[src/rtl/ifid_skid_reg.sv]
// IF/ID pipeline register: a two-entry skid buffer between fetch and decode.
// Holds bundles under decode back-pressure, drops them on flush and counts kills.
module ifid_skid_reg #(
  parameter int XLEN  = 32,
  parameter int CNT_W = 16
) (
  input  logic             CLK,
  input  logic             RST,
  input  logic             EN,
  input  logic             IF_valid,
  output logic             IF_ready,
  input  logic [XLEN-1:0]  IF_PC,
  input  logic [XLEN-1:0]  IF_PC_link,
  input  logic [XLEN-1:0]  IF_instr,
  output logic             ID_valid,
  input  logic             ID_ready,
  output logic [XLEN-1:0]  ID_PC,
  output logic [XLEN-1:0]  ID_PC_link,
  output logic [XLEN-1:0]  ID_instr,
  input  logic             FLUSH,
  output logic [1:0]       COUNT,
  output logic [CNT_W-1:0] KILL_CNT
);

  localparam int NFIELD = 3;  // PC, link PC, instruction

  logic             r_m_valid;
  logic             r_s_valid;
  logic [CNT_W-1:0] r_kill_cnt;
  logic [XLEN-1:0]  r_m_pay [NFIELD];
  logic [XLEN-1:0]  r_s_pay [NFIELD];
  logic [XLEN-1:0]  w_if_pay [NFIELD];

  logic             w_in_xfer;
  logic             w_out_xfer;
  logic             w_m_take;
  logic             w_s_load;
  logic [1:0]       w_occupancy;
  logic [1:0]       w_kill_inc;
  logic [CNT_W:0]   w_kill_sum;
  logic [CNT_W-1:0] w_kill_next;

  assign w_if_pay[0] = IF_PC;
  assign w_if_pay[1] = IF_PC_link;
  assign w_if_pay[2] = IF_instr;

  // Ready looks only at the skid slot, so it never combinationally follows ID_ready.
  assign IF_ready   = EN & ~r_s_valid & ~RST;
  assign w_in_xfer  = IF_valid & IF_ready;
  assign w_out_xfer = r_m_valid & ID_ready & EN;

  // M refills whenever it is empty or being drained; otherwise a new bundle skids into S.
  assign w_m_take = ~r_m_valid | w_out_xfer;
  assign w_s_load = ~w_m_take & w_in_xfer;

  assign w_occupancy = {1'b0, r_m_valid} + {1'b0, r_s_valid};
  assign w_kill_inc  = w_occupancy + {1'b0, w_in_xfer};
  assign w_kill_sum  = {1'b0, r_kill_cnt} + {{(CNT_W-1){1'b0}}, w_kill_inc};
  assign w_kill_next = w_kill_sum[CNT_W] ? {CNT_W{1'b1}} : w_kill_sum[CNT_W-1:0];

  always_ff @(posedge CLK) begin
    if (RST) begin
      r_m_valid  <= 1'b0;
      r_s_valid  <= 1'b0;
      r_kill_cnt <= '0;
    end else if (EN) begin
      if (FLUSH) begin
        r_m_valid  <= 1'b0;
        r_s_valid  <= 1'b0;
        r_kill_cnt <= w_kill_next;
      end else if (w_m_take) begin
        if (r_s_valid) begin
          r_m_valid <= 1'b1;
          r_s_valid <= 1'b0;
        end else begin
          r_m_valid <= w_in_xfer;
        end
      end else if (w_in_xfer) begin
        r_s_valid <= 1'b1;
      end
    end
  end

  generate
    for (genvar gi = 0; gi < NFIELD; gi++) begin : g_field
      // Payload only moves on a real capture; contents with valid=0 are stale.
      always_ff @(posedge CLK) begin
        if (RST) begin
          r_m_pay[gi] <= '0;
          r_s_pay[gi] <= '0;
        end else if (EN && !FLUSH) begin
          if (w_m_take) begin
            if (r_s_valid) begin
              r_m_pay[gi] <= r_s_pay[gi];
            end else if (w_in_xfer) begin
              r_m_pay[gi] <= w_if_pay[gi];
            end
          end else if (w_s_load) begin
            r_s_pay[gi] <= w_if_pay[gi];
          end
        end
      end
    end
  endgenerate

  assign ID_valid   = r_m_valid;
  assign ID_PC      = r_m_pay[0];
  assign ID_PC_link = r_m_pay[1];
  assign ID_instr   = r_m_pay[2];
  assign COUNT      = w_occupancy;
  assign KILL_CNT   = r_kill_cnt;

endmodule

[config.mk]
export PLATFORM = sky130hd
export DESIGN_NAME = ifid_skid_reg
export DESIGN_NICKNAME = d
export VERILOG_FILES = /design/src/rtl/ifid_skid_reg.sv
export SDC_FILE = /design/constraint.sdc
export NUM_CORES = 1
export LEC_CHECK = 0
export ABC_AREA = 1
export BUFFER_PORTS_ARGS = -buffer_cell sky130_fd_sc_hd__buf_2
export CELL_PAD_IN_SITES_DETAIL_PLACEMENT = 0
export CELL_PAD_IN_SITES_GLOBAL_PLACEMENT = 2
export CORE_MARGIN = 2
export CORE_UTILIZATION = 36
export DETAILED_ROUTE_END_ITERATION = 8
export PLACE_DENSITY = 0.92
export SLEW_MARGIN = 20
export SYNTH_ARGS = -nofsm -noshare
export SYNTH_HDL_FRONTEND = slang
export SYNTH_SLANG_ARGS = --single-unit
[constraint.sdc]
create_clock -name CLK -period 5.8 [get_ports CLK]
set_input_delay 0.87 -clock CLK [delete_from_list [all_inputs] [get_ports CLK]]
set_output_delay 0.87 -clock CLK [all_outputs]
set_load 0.01 [all_outputs]
==> results of run 1 <==
-- cells in the final DEF (no fill, tap or decap), types with 2 or more instances in the layout --
| cell | netlist | layout |
|---|---|---|
| buf_2 | 9 | 217 |
| edfxtp_1 | 192 | 192 |
| nand2_1 | 131 | 130 |
| inv_1 | 122 | 122 |
| nor2_1 | 114 | 114 |
| o21ai_0 | 75 | 75 |
| clkbuf_16 | 0 | 24 |
| dfxtp_1 | 18 | 18 |
| nand3_1 | 17 | 15 |
| o21ai_1 | 13 | 13 |
| a21oi_1 | 13 | 13 |
| o21ai_2 | 9 | 9 |
| clkbuf_1 | 19 | 8 |
| xor2_1 | 6 | 6 |
| clkinv_1 | 0 | 5 |
| nand3_4 | 0 | 3 |
| nor3_1 | 3 | 3 |
| xnor2_1 | 3 | 3 |
| ha_1 | 3 | 3 |
| clkbuf_8 | 0 | 3 |
| buf_4 | 1 | 3 |
| inv_2 | 3 | 2 |
| nor2_2 | 2 | 2 |
| nand3_2 | 3 | 2 |
| mux2i_1 | 2 | 2 |
| fa_1 | 2 | 2 |
-- critical path, cell delays in order --
cell and delay, ns:
buf_2 0.20, nor3_2 0.21, and2_2 0.24, inv_1 0.08, fa_1 0.48, inv_1 0.04, ha_1 0.20, fa_1 0.38
nand2_1 0.14, nor2_4 0.06, nand3_2 0.09, nor2_2 0.04, nand3_1 0.38, nand3_1 0.13, nand2_1 0.08, inv_1 0.04
-- where the power goes --
group | internal (mW) | switching, mW
sequential | 1.71 | 0.0153
combinational | 0.0543 | 0.101
clock | 0.846 | 0.587
-- cell usage after synthesis, types with 9 or more instances --
master    count
a21oi_1      13
buf_2         9
clkbuf_1     19
dfxtp_1      18
edfxtp_1    192
inv_1       122
nand2_1     131
nand3_1      17
nor2_1      114
o21ai_0      75
o21ai_1      13
o21ai_2       9
-- cell type report --
type	instances	area share (%)
Sequential cell	210	56.8
Multi-Input combinational cell	403	17.8
Timing Repair Buffer	221	10.4
Clock buffer	35	6.23
Inverter	125	4.36
Tap cell	319	3.70
Clock inverter	8	0.684
Antenna cell	1	0.0232
-- logic make-up (layout without fill, tap and decap cells) --
family                     Yosys count  after routing
adders and majority gates            5              5
buffers and inverters              157            389
DFF                                210            210
AOI/OAI and AO/OA                  112            112
and+or+nand+nor                    275            275
muxes                                2              2
other                                0              1
xor gates and xnor gates             9              9
-- path summary, 6_finish.rpt --
path	startpoint	end	slack [ns]	cells past startpoint
worst min register to register	r_s_pay[0][27]	r_m_pay[0][27]	0.52	2
worst max register to register	r_s_valid	KILL_CNT[15]	2.74	15
worst min-delay path	r_s_pay[0][27]	r_m_pay[0][27]	0.52	2
worst max-delay path	RST	KILL_CNT[15]	2.53	16
-- sequential cells by signal, indices dropped and copies added (netlist names) --
name	cells
r_s_pay	96
r_s_valid	1
ID_valid	1
KILL_CNT	16
r_m_pay	96
-- stage by stage --
step | instances | hold WS [ns] | worst slack (ns) | utilization (%)
5_1_grt | 1321 | 0.539 | 2.34 | 45.9
3_5_place_dp | 1278 | 0.510 | 2.00 | 42.8
2_1_floorplan | 770 | 0.500 | 1.47 | -
3_3_place_gp | 1278 | 0.506 | 2.04 | 42.8
6_report | 1322 | 0.516 | 2.53 | 46.0
4_1_cts | 1321 | 0.522 | 2.53 | 45.9
-- per-layer routing --
metal  GRT usage, %  vias up
li1               -     2961
met3           3.58       32
met4           3.71        2
met5              0        -
met1           19.3     2770
met2           26.3      156
==> metrics, run 1 <==
leakage=4.75 nW; post-layout minimum cycle time=3.27 ns; antenna violations before repair=3; CTS tree=done; XOR/XNOR Fraction of Synth Area=less than 1%; flops & latches, synth=210; Least-Margin Pin Slew=slightly above 1 ns; via count=5,921; Top FF cell, synth=edfxtp_1; gpl congestion=approximately 0.8; DIE HEIGHT=approximately 160 µm; Iter 0 DRT Violations=267; synthesis warning total=0; Synth-to-Final Area Change=25.0%; main combinational cell family by area after synthesis=simple AND/OR/NAND/NOR gates; CP Data Arrival Time=3.67 ns; Avg Inst Size Synth=11.2 µm²; Vias per Instance=between 4 and 5; ys async rst share=0%; Die Span X=between 150 and 200 µm; met2 WL=9070 µm; fmax=306 MHz; Met3 Wirelength=1100 µm; final hold viol count=0; Worst setup SP type=input port; I/O Buffers=217; compound-gate portion of the synthesized area=6.98%; Post-Synth Adder-Cell Area=0.899%; Sequential Area=0.00613 mm²; hold buffer count at cts=0; post-synthesis mux area share=0.232%; GRT Overall Usage=15.2%; depth of the CTS H-tree=1; postcts setup bufs=0; die area=about 0.025 mm²; Avg WL per Cell=14.4 µm; Total Nets Final=1,092; syn nets=877; Req. time, crit path=just over 6 ns; met1 WL=8430 µm; dominant cell type by area after synthesis=edfxtp_1; area of the core=about 0.023 mm²; DR top layer=met5; global-route wire length before repair=about 31,000 µm; Area after DPL=around 0.010 mm²; fill count=2,262; routed wire length=19,000 µm; fin. max-slew vios=0; Final Skew=0.0102 ns; post-route cell area=0.0108 mm²; # resized after CTS=0; Netlist Area Pre-Place=0.00863 mm²; Final HPWL DP=around 12,000 µm; CP Capture Type=flip-flop; setup TNS=0 ns; share of layout cells above drive strength 1=27.5%; vias in the first global route=6,030; ANT nets after route=0; post-synth cell types=31; clock tree buffer depth=3; Rel. slew slack=31.5%; Worst Hold Class=reg -> reg; PwrDens=307 mW/mm²; total CTS buffers=24; multi-input logic area=0.00192 mm²; worst skew pair latency=~0.5 ns; row cnt=56; Setup CP Type=in -> reg; max-cap viol count=0; Post-Synth Simple-Gate Area=between 10% and 20%; clock sinks=between 200 and 250; VDD IR-drop max=roughly 0.19 mV; synth top area cells=edfxtp_1 (67%), nand2_1 (5.7%), inv_1 (5.3%); global route total overflow=0; Design Power=3.31 mW; sequential share of the synthesized area=between 70% and 80%; Final setup viols=0; Cells after Synth=between 700 and 800; Starting Density=36.8%; Tcrit/Tclk final=56.4%; status=completed; Root Buffer Master=clkbuf_16; drt pass-1 iters=4; RSZ-0062 raised after global routing=no; Worst-path clk slew=0.06 ns; number of synthesized flops with an enable pin=192; top-area cell type share of the netlist area=66.8%; io pins=218; crit-path max FO=14; drt drc=0; pin count of the biggest net entering global routing=98
Note: power is estimated with default switching activity, not from simulation.
==> run 2, diff against run 1 <==
- CORE_UTILIZATION: 36 -> 30
- PLACE_DENSITY: 0.92 -> 0.83
- clock period: 5.8 -> 2.85 ns (I/O delays scaled with it)
==> run 2 against run 1 <==
- cell count is 6.0% higher
- clock skew is 0.0023 ns higher
- setup slack worse by 2.3 ns
- critical path depth is 2 lower
- hold slack worse by 0.29 ns
- global-route usage is 1.8 points lower
- non-clock buffer count is 15 higher
- combinational power is 120% higher
- sequential power is 100% higher
- critical endpoint is now KILL_CNT[8]
- largest power group unchanged
- highest routed layer unchanged
==> metrics, run 2 (synthesis results as in run 1) <==
status=completed (unchanged); share of layout cells above drive strength 1=29.4% (was 27.5%); Final Skew=0.0125 ns (was 0.0102 ns); drt pass-1 iters=4 (unchanged); depth of the CTS H-tree=1 (unchanged); Setup CP Type=reg -> reg (was in -> reg); crit-path max FO=9 (was 14); drt drc=0 (unchanged); fmax=383 MHz; row cnt=62 (was 56); Total Nets Final=1,107 (was 1,092); Synth-to-Final Area Change=28.8% (was 25.0%); Design Power=6.90 mW (was 3.31 mW); clock sinks=210 (unchanged); most common cell after layout, fill and taps aside=buf_2 (unchanged); ANT nets after route=0 (unchanged); CTS tree=done (unchanged); final setup margin=0.240 ns (was 2.53 ns); Iter 0 DRT Violations=288 (was 267); Die Span X=174 µm (was 159 µm); gpl congestion=0.763 (was 0.802); commonest non-fill, non-tap cells in the layout=buf_2 (217), edfxtp_1 (192), nand2_1 (129) (was buf_2 (217), edfxtp_1 (192), nand2_1 (130)); hold buffer count at cts=0 (unchanged); CP Capture Type=flip-flop (unchanged); Final HPWL DP=13,100 µm (was 12,000 µm); GRT Overall Usage=13.4% (was 15.2%); vias in the first global route=6,024 (was 6,030); CP Data Arrival Time=3.05 ns (was 3.67 ns); post-layout minimum cycle time=roughly 2.6 ns; clock tree buffer depth=3 (unchanged); I/O Buffers=217 (unchanged); Worst-path clk slew=0.06 ns (about the same); via count=5,997 (was 5,921); total CTS buffers=24 (unchanged); antenna violations before repair=2 (was 3); die area=0.0301 mm² (was 0.0252 mm²); Avg WL per Cell=14.5 µm (was 14.4 µm); Rel. slew slack=64.0% (was 31.5%); area of the core=0.0285 mm² (was 0.0235 mm²); leakage=4.87 nW (was 4.75 nW); fin. max-slew vios=0 (unchanged); PwrDens=621 mW/mm² (was 307 mW/mm²); max-cap viol count=0 (unchanged); Worst Hold Class=in -> reg (was reg -> reg); VDD IR-drop max=0.354 mV (was 0.192 mV); Worst setup SP type=flip-flop (was input port); Hold WS=0.222 ns (was 0.516 ns); worst skew pair latency=0.51 ns (about the same); Root Buffer Master=clkbuf_16 (unchanged); pin count of the biggest net entering global routing=98 (unchanged); Req. time, crit path=3.29 ns (was 6.20 ns); RSZ-0062 raised after global routing=no (unchanged); Starting Density=30.2% (was 36.8%); DIE HEIGHT=174 µm (was 159 µm); routed wire length=20,300 µm (was 19,000 µm); postcts setup bufs=0 (unchanged); Tcrit/Tclk final=91.6%; Final setup viols=0 (unchanged); global route total overflow=0 (unchanged); final hold viol count=0 (unchanged); global-route wire length before repair=32,500 µm (was 31,200 µm); Worst Setup Slack post-DPL=-0.0863 ns (was 2.00 ns); Vias per Instance=4.28 (was 4.48); Least-Margin Pin Slew=0.540 ns (was 1.03 ns); io pins=218 (unchanged)
==> run 2: cell count changes in the layout (fill, tap and decap cells not counted), moves of 3 or more <==
cell      previous run  this run
clkinv_2             1         4
buf_12               0         7
clkinv_1             5         2
buf_4                3        12
clkbuf_1             8         5
==> run 2: path summary, 6_finish.rpt <==
| path | startpoint | endpoint | slack, ns | cells after the start |
|---|---|---|---|---|
| setup / recovery | r_s_valid | KILL_CNT[8] | 0.24 | 14 |
| hold / removal | IF_instr[13] | r_s_pay[2][13] | 0.22 | 3 |
| setup reg to reg | r_s_valid | KILL_CNT[8] | 0.24 | 14 |
| hold reg to reg | r_s_pay[1][3] | r_m_pay[1][3] | 0.52 | 2 |
==> run 2: worst max-delay path: stages (launching register included) <==
cell	delay, ns
dfxtp_1	0.34
nor3_2	0.20
and2_4	0.16
inv_1	0.05
fa_1	0.42
inv_1	0.06
ha_1	0.18
fa_2	0.22
nand2_2	0.08
nor2_4	0.10
nand3_2	0.09
nor2_2	0.13
nand3_2	0.13
buf_4	0.22
a21oi_1	0.14
==> run 2: layout make-up <==
type | count | area [µm²]
fillers | 2911 | 17400
flip-flops and latches | 210 | 6130
multi-input cells | 403 | 1930
repair buffers | 236 | 1320
clock buffers | 33 | 686
well taps | 384 | 480
inverters | 125 | 470
clock inverters | 9 | 98.8
diodes | 1 | 2.50
==> run 2: through the flow <==
stage,cell area [µm²],TNS (ns),std cells,utilization [%]
after floorplan,8640,0,770,-
after global placement,10300,-0.674,1358,36.1
after detailed placement,10300,-0.784,1358,36.1
after CTS,11100,0,1400,38.9
after global routing,11100,0,1401,38.9
final,11100,0,1401,38.9
==> run 2: repair_timing <==
action	in CTS	in global routing
gates resized for setup	0	3
endpoints found under the hold margin	0	0
setup endpoints to repair	0	10
==> run 2: per-layer routing <==
metal	GRT usage, %	share of wire, %	vias up
met5	0	0.064	-
met4	3.57	2.0	2
met3	2.98	6.1	33
met2	22.9	48	163
met1	17.2	44	2806
li1	-	-	2993
==> run 2: power breakdown <==
part           total, mW  switching (mW)  internal, mW  leakage, nW
clock               3.06            1.21          1.85        0.383
sequential          3.50          0.0313          3.47         2.13
combinational      0.341           0.213         0.127         2.36
total               6.90            1.45          5.45         4.87
==> run 3, diff against run 2 <==
- CELL_PAD_IN_SITES_DETAIL_PLACEMENT: 0 -> 1
- CELL_PAD_IN_SITES_GLOBAL_PLACEMENT: 2 -> 1
- CORE_ASPECT_RATIO: not set -> 0.9
- CORE_MARGIN: 2 -> not set
- CORE_UTILIZATION: 30 -> 37
- PLACE_DENSITY: 0.83 -> 0.84
==> run 3 against run 2 <==
- fmax fell by 2.0%
- via count rose by 3.4%
- global-route usage rose by 5.0 points
- utilization rose by 9.2 points
- count of clock-buffer cells in the layout rose by 3
- setup slack got worse by 0.053 ns
- critical path type unchanged
==> metrics, run 3 (synthesis results as in run 1) <==
hold buffer count at cts=0 (unchanged); Vias per Instance=4.73 (was 4.28); status=completed (unchanged); Critical Path Max Stage Delay=0.43 ns (was 0.42 ns); DIE HEIGHT=147 µm (was 174 µm); final hold viol count=0 (unchanged); crit-path max FO=6 (was 9); Worst Hold Class=in -> reg (unchanged); total CTS buffers=24 (unchanged); Reg-to-Reg Start=r_s_valid (unchanged); pin count of the biggest net entering global routing=98 (unchanged); final setup margin=0.187 ns (was 0.240 ns); fill count=2,541 (was 2,911); global route total overflow=0 (unchanged); Rel. slew slack=54.7% (was 64.0%); depth of the CTS H-tree=1 (unchanged); worst skew pair latency=0.51 ns (about the same); row cnt=52 (was 62); Hold WS=0.234 ns (was 0.222 ns); antenna violations before repair=1 (was 2); Iter 0 DRT Violations=305 (was 288); max-cap viol count=0 (unchanged); global-route wire length before repair=34,600 µm (was 32,500 µm); CP Data Arrival Time=3.12 ns (was 3.05 ns); commonest non-fill, non-tap cells in the layout=buf_2 (217), edfxtp_1 (192), nand2_1 (129) (unchanged); setup TNS=0 ns (unchanged); routed wire length=22,300 µm (was 20,300 µm); critical path's most frequent cell=inv_1; post-layout minimum cycle time=2.66 ns (was 2.61 ns); Reg2Reg Capture Point=KILL_CNT[14] (was KILL_CNT[8]); Worst Setup Slack post-DPL=-0.140 ns (was -0.0863 ns); Design Power=6.77 mW (was 6.90 mW); Worst setup SP type=flip-flop (unchanged); CP max stage cell=fa_1 (unchanged); Root Buffer Master=clkbuf_16 (unchanged); drt pass-1 iters=4 (unchanged); post-route cell area=0.0109 mm² (was 0.0111 mm²); most common cell after layout, fill and taps aside=buf_2 (unchanged); CP Capture Type=flip-flop (unchanged); Starting Density=38.0% (was 30.2%); leakage=4.83 nW (was 4.87 nW); I/O Buffers=217 (unchanged); Least-Margin Pin Slew=0.679 ns (was 0.540 ns); Worst-path clk slew=0.06 ns (about the same); placed insts=1,267 (was 1,358); clock sinks=210 (unchanged); Final Skew=0.0151 ns (was 0.0125 ns); minimum setup slack among reg-to-reg paths=0.19 ns (was 0.24 ns); fmax=376 MHz (was 383 MHz); GRT Overall Usage=18.4% (was 13.4%); ANT nets after route=0 (unchanged); worst reg-to-reg path cell count=16 (was 14); clock tree buffer depth=3 (unchanged); post-route insts no fill=1,312 (was 1,401); RSZ-0062 raised after global routing=yes (was no); Total Nets Final=1,104 (was 1,107); Final setup viols=0 (unchanged); CTS tree=done (unchanged); Hold Path Depth=3 (unchanged); drt drc=0 (unchanged); area of the core=0.0227 mm² (was 0.0285 mm²); fin util=48.2% (was 38.9%); share of layout cells above drive strength 1=28.7% (was 29.4%); vias in the first global route=6,421 (was 6,024); Final HPWL DP=15,300 µm (was 13,100 µm); hold_sp=IF_PC[23] (was IF_instr[13]); io pins=218 (unchanged); hold path endpoint=r_s_pay[0][23] (was r_s_pay[2][13]); Area after DPL=0.0102 mm² (was 0.0103 mm²); Synth-to-Final Area Change=26.7% (was 28.8%); fin. max-slew vios=0 (unchanged); Tcrit/Tclk final=93.4% (was 91.6%); Req. time, crit path=3.31 ns (was 3.29 ns); die area=0.0239 mm² (was 0.0301 mm²); Die Span X=163 µm (was 174 µm); PwrDens=619 mW/mm² (was 621 mW/mm²); Setup CP Type=reg -> reg (unchanged); Critical Path, Cell by Cell=nor3_4 > and2_4 > inv_1 > fa_1 > inv_1 > ha_2 > fa_2 > nand2_2 > nor2_4 > nand3_2 > nor2_2 > nand3_1 > buf_4 > nand3_1 > nand2_1 > inv_1 (was nor3_2 > and2_4 > inv_1 > fa_1 > inv_1 > ha_1 > fa_2 > nand2_2 > nor2_4 > nand3_2 > nor2_2 > nand3_2 > buf_4 > a21oi_1); gpl congestion=0.838 (was 0.763); VDD IR-drop max=0.383 mV (was 0.354 mV); via count=6,200 (was 5,997); Avg WL per Cell=17.0 µm (was 14.5 µm)
-- run 3: changes by cell type in the layout (fill, tap and decap cells not counted), sizes merged --
cell    delta
clkbuf     +3
bufinv     -1
clkinv     -1
buf        -3
-- run 3: where the power goes --
group | internal (mW) | leakage [nW] | switching, mW
combinational | 0.127 | 2.34 | 0.218
sequential | 3.47 | 2.13 | 0.0366
clock | 1.74 | 0.358 | 1.18
-- run 3: cell type report --
class                      instances  area (µm²)  area share (%)
antenna                            1        2.50          0.0229
sequential                       210        6130            56.0
clock buffer                      36         687            6.28
inverter                         125         470            4.30
tap                              297         372            3.40
timing repair buffer             233        1280            11.7
multi-input combinational        403        1940            17.7
clock inverter                     7        57.6           0.526
-- run 3: what timing repair did --
item,in CTS,in global routing
endpoints found under the setup margin,0,13
gates resized for setup,0,4
setup buffers,0,1
-- run 3: worst max-delay path by stage --
stage / start / end / slack (ns) / depth (start not counted)
6_report: r_s_valid / KILL_CNT[14] / 0.19 / 16
5_1_grt: r_s_valid / KILL_CNT[14] / 0.02 / 16
4_1_cts: r_s_valid / KILL_CNT[13] / 0.03 / 16
3_5_place_dp: RST / KILL_CNT[13] / -0.14 / 17
3_3_place_gp: RST / KILL_CNT[14] / 0.005 / 17
2_1_floorplan: RST / KILL_CNT[15] / 0.00005 / 16
-- run 3: worst max-delay path: cells and delay by family (launching register included) --
| family | cells | cell delay [ns] |
|---|---|---|
| DFF | 1 | 0.36 |
| and+or+nand+nor | 9 | 1.08 |
| buffers and inverters | 4 | 0.37 |
| adders and majority gates | 3 | 0.83 |
-- run 3: per-layer routing --
| metal | up-vias | part of all wire [%] | GRT usage [%] |
|---|---|---|---|
| li1 | 2978 | - | - |
| met1 | 2999 | 42 | 23.5 |
| met2 | 182 | 51 | 31.7 |
| met3 | 41 | 5.2 | 3.22 |
| met4 | 0 | 2.5 | 5.93 |
| met5 | - | 0 | 0 |
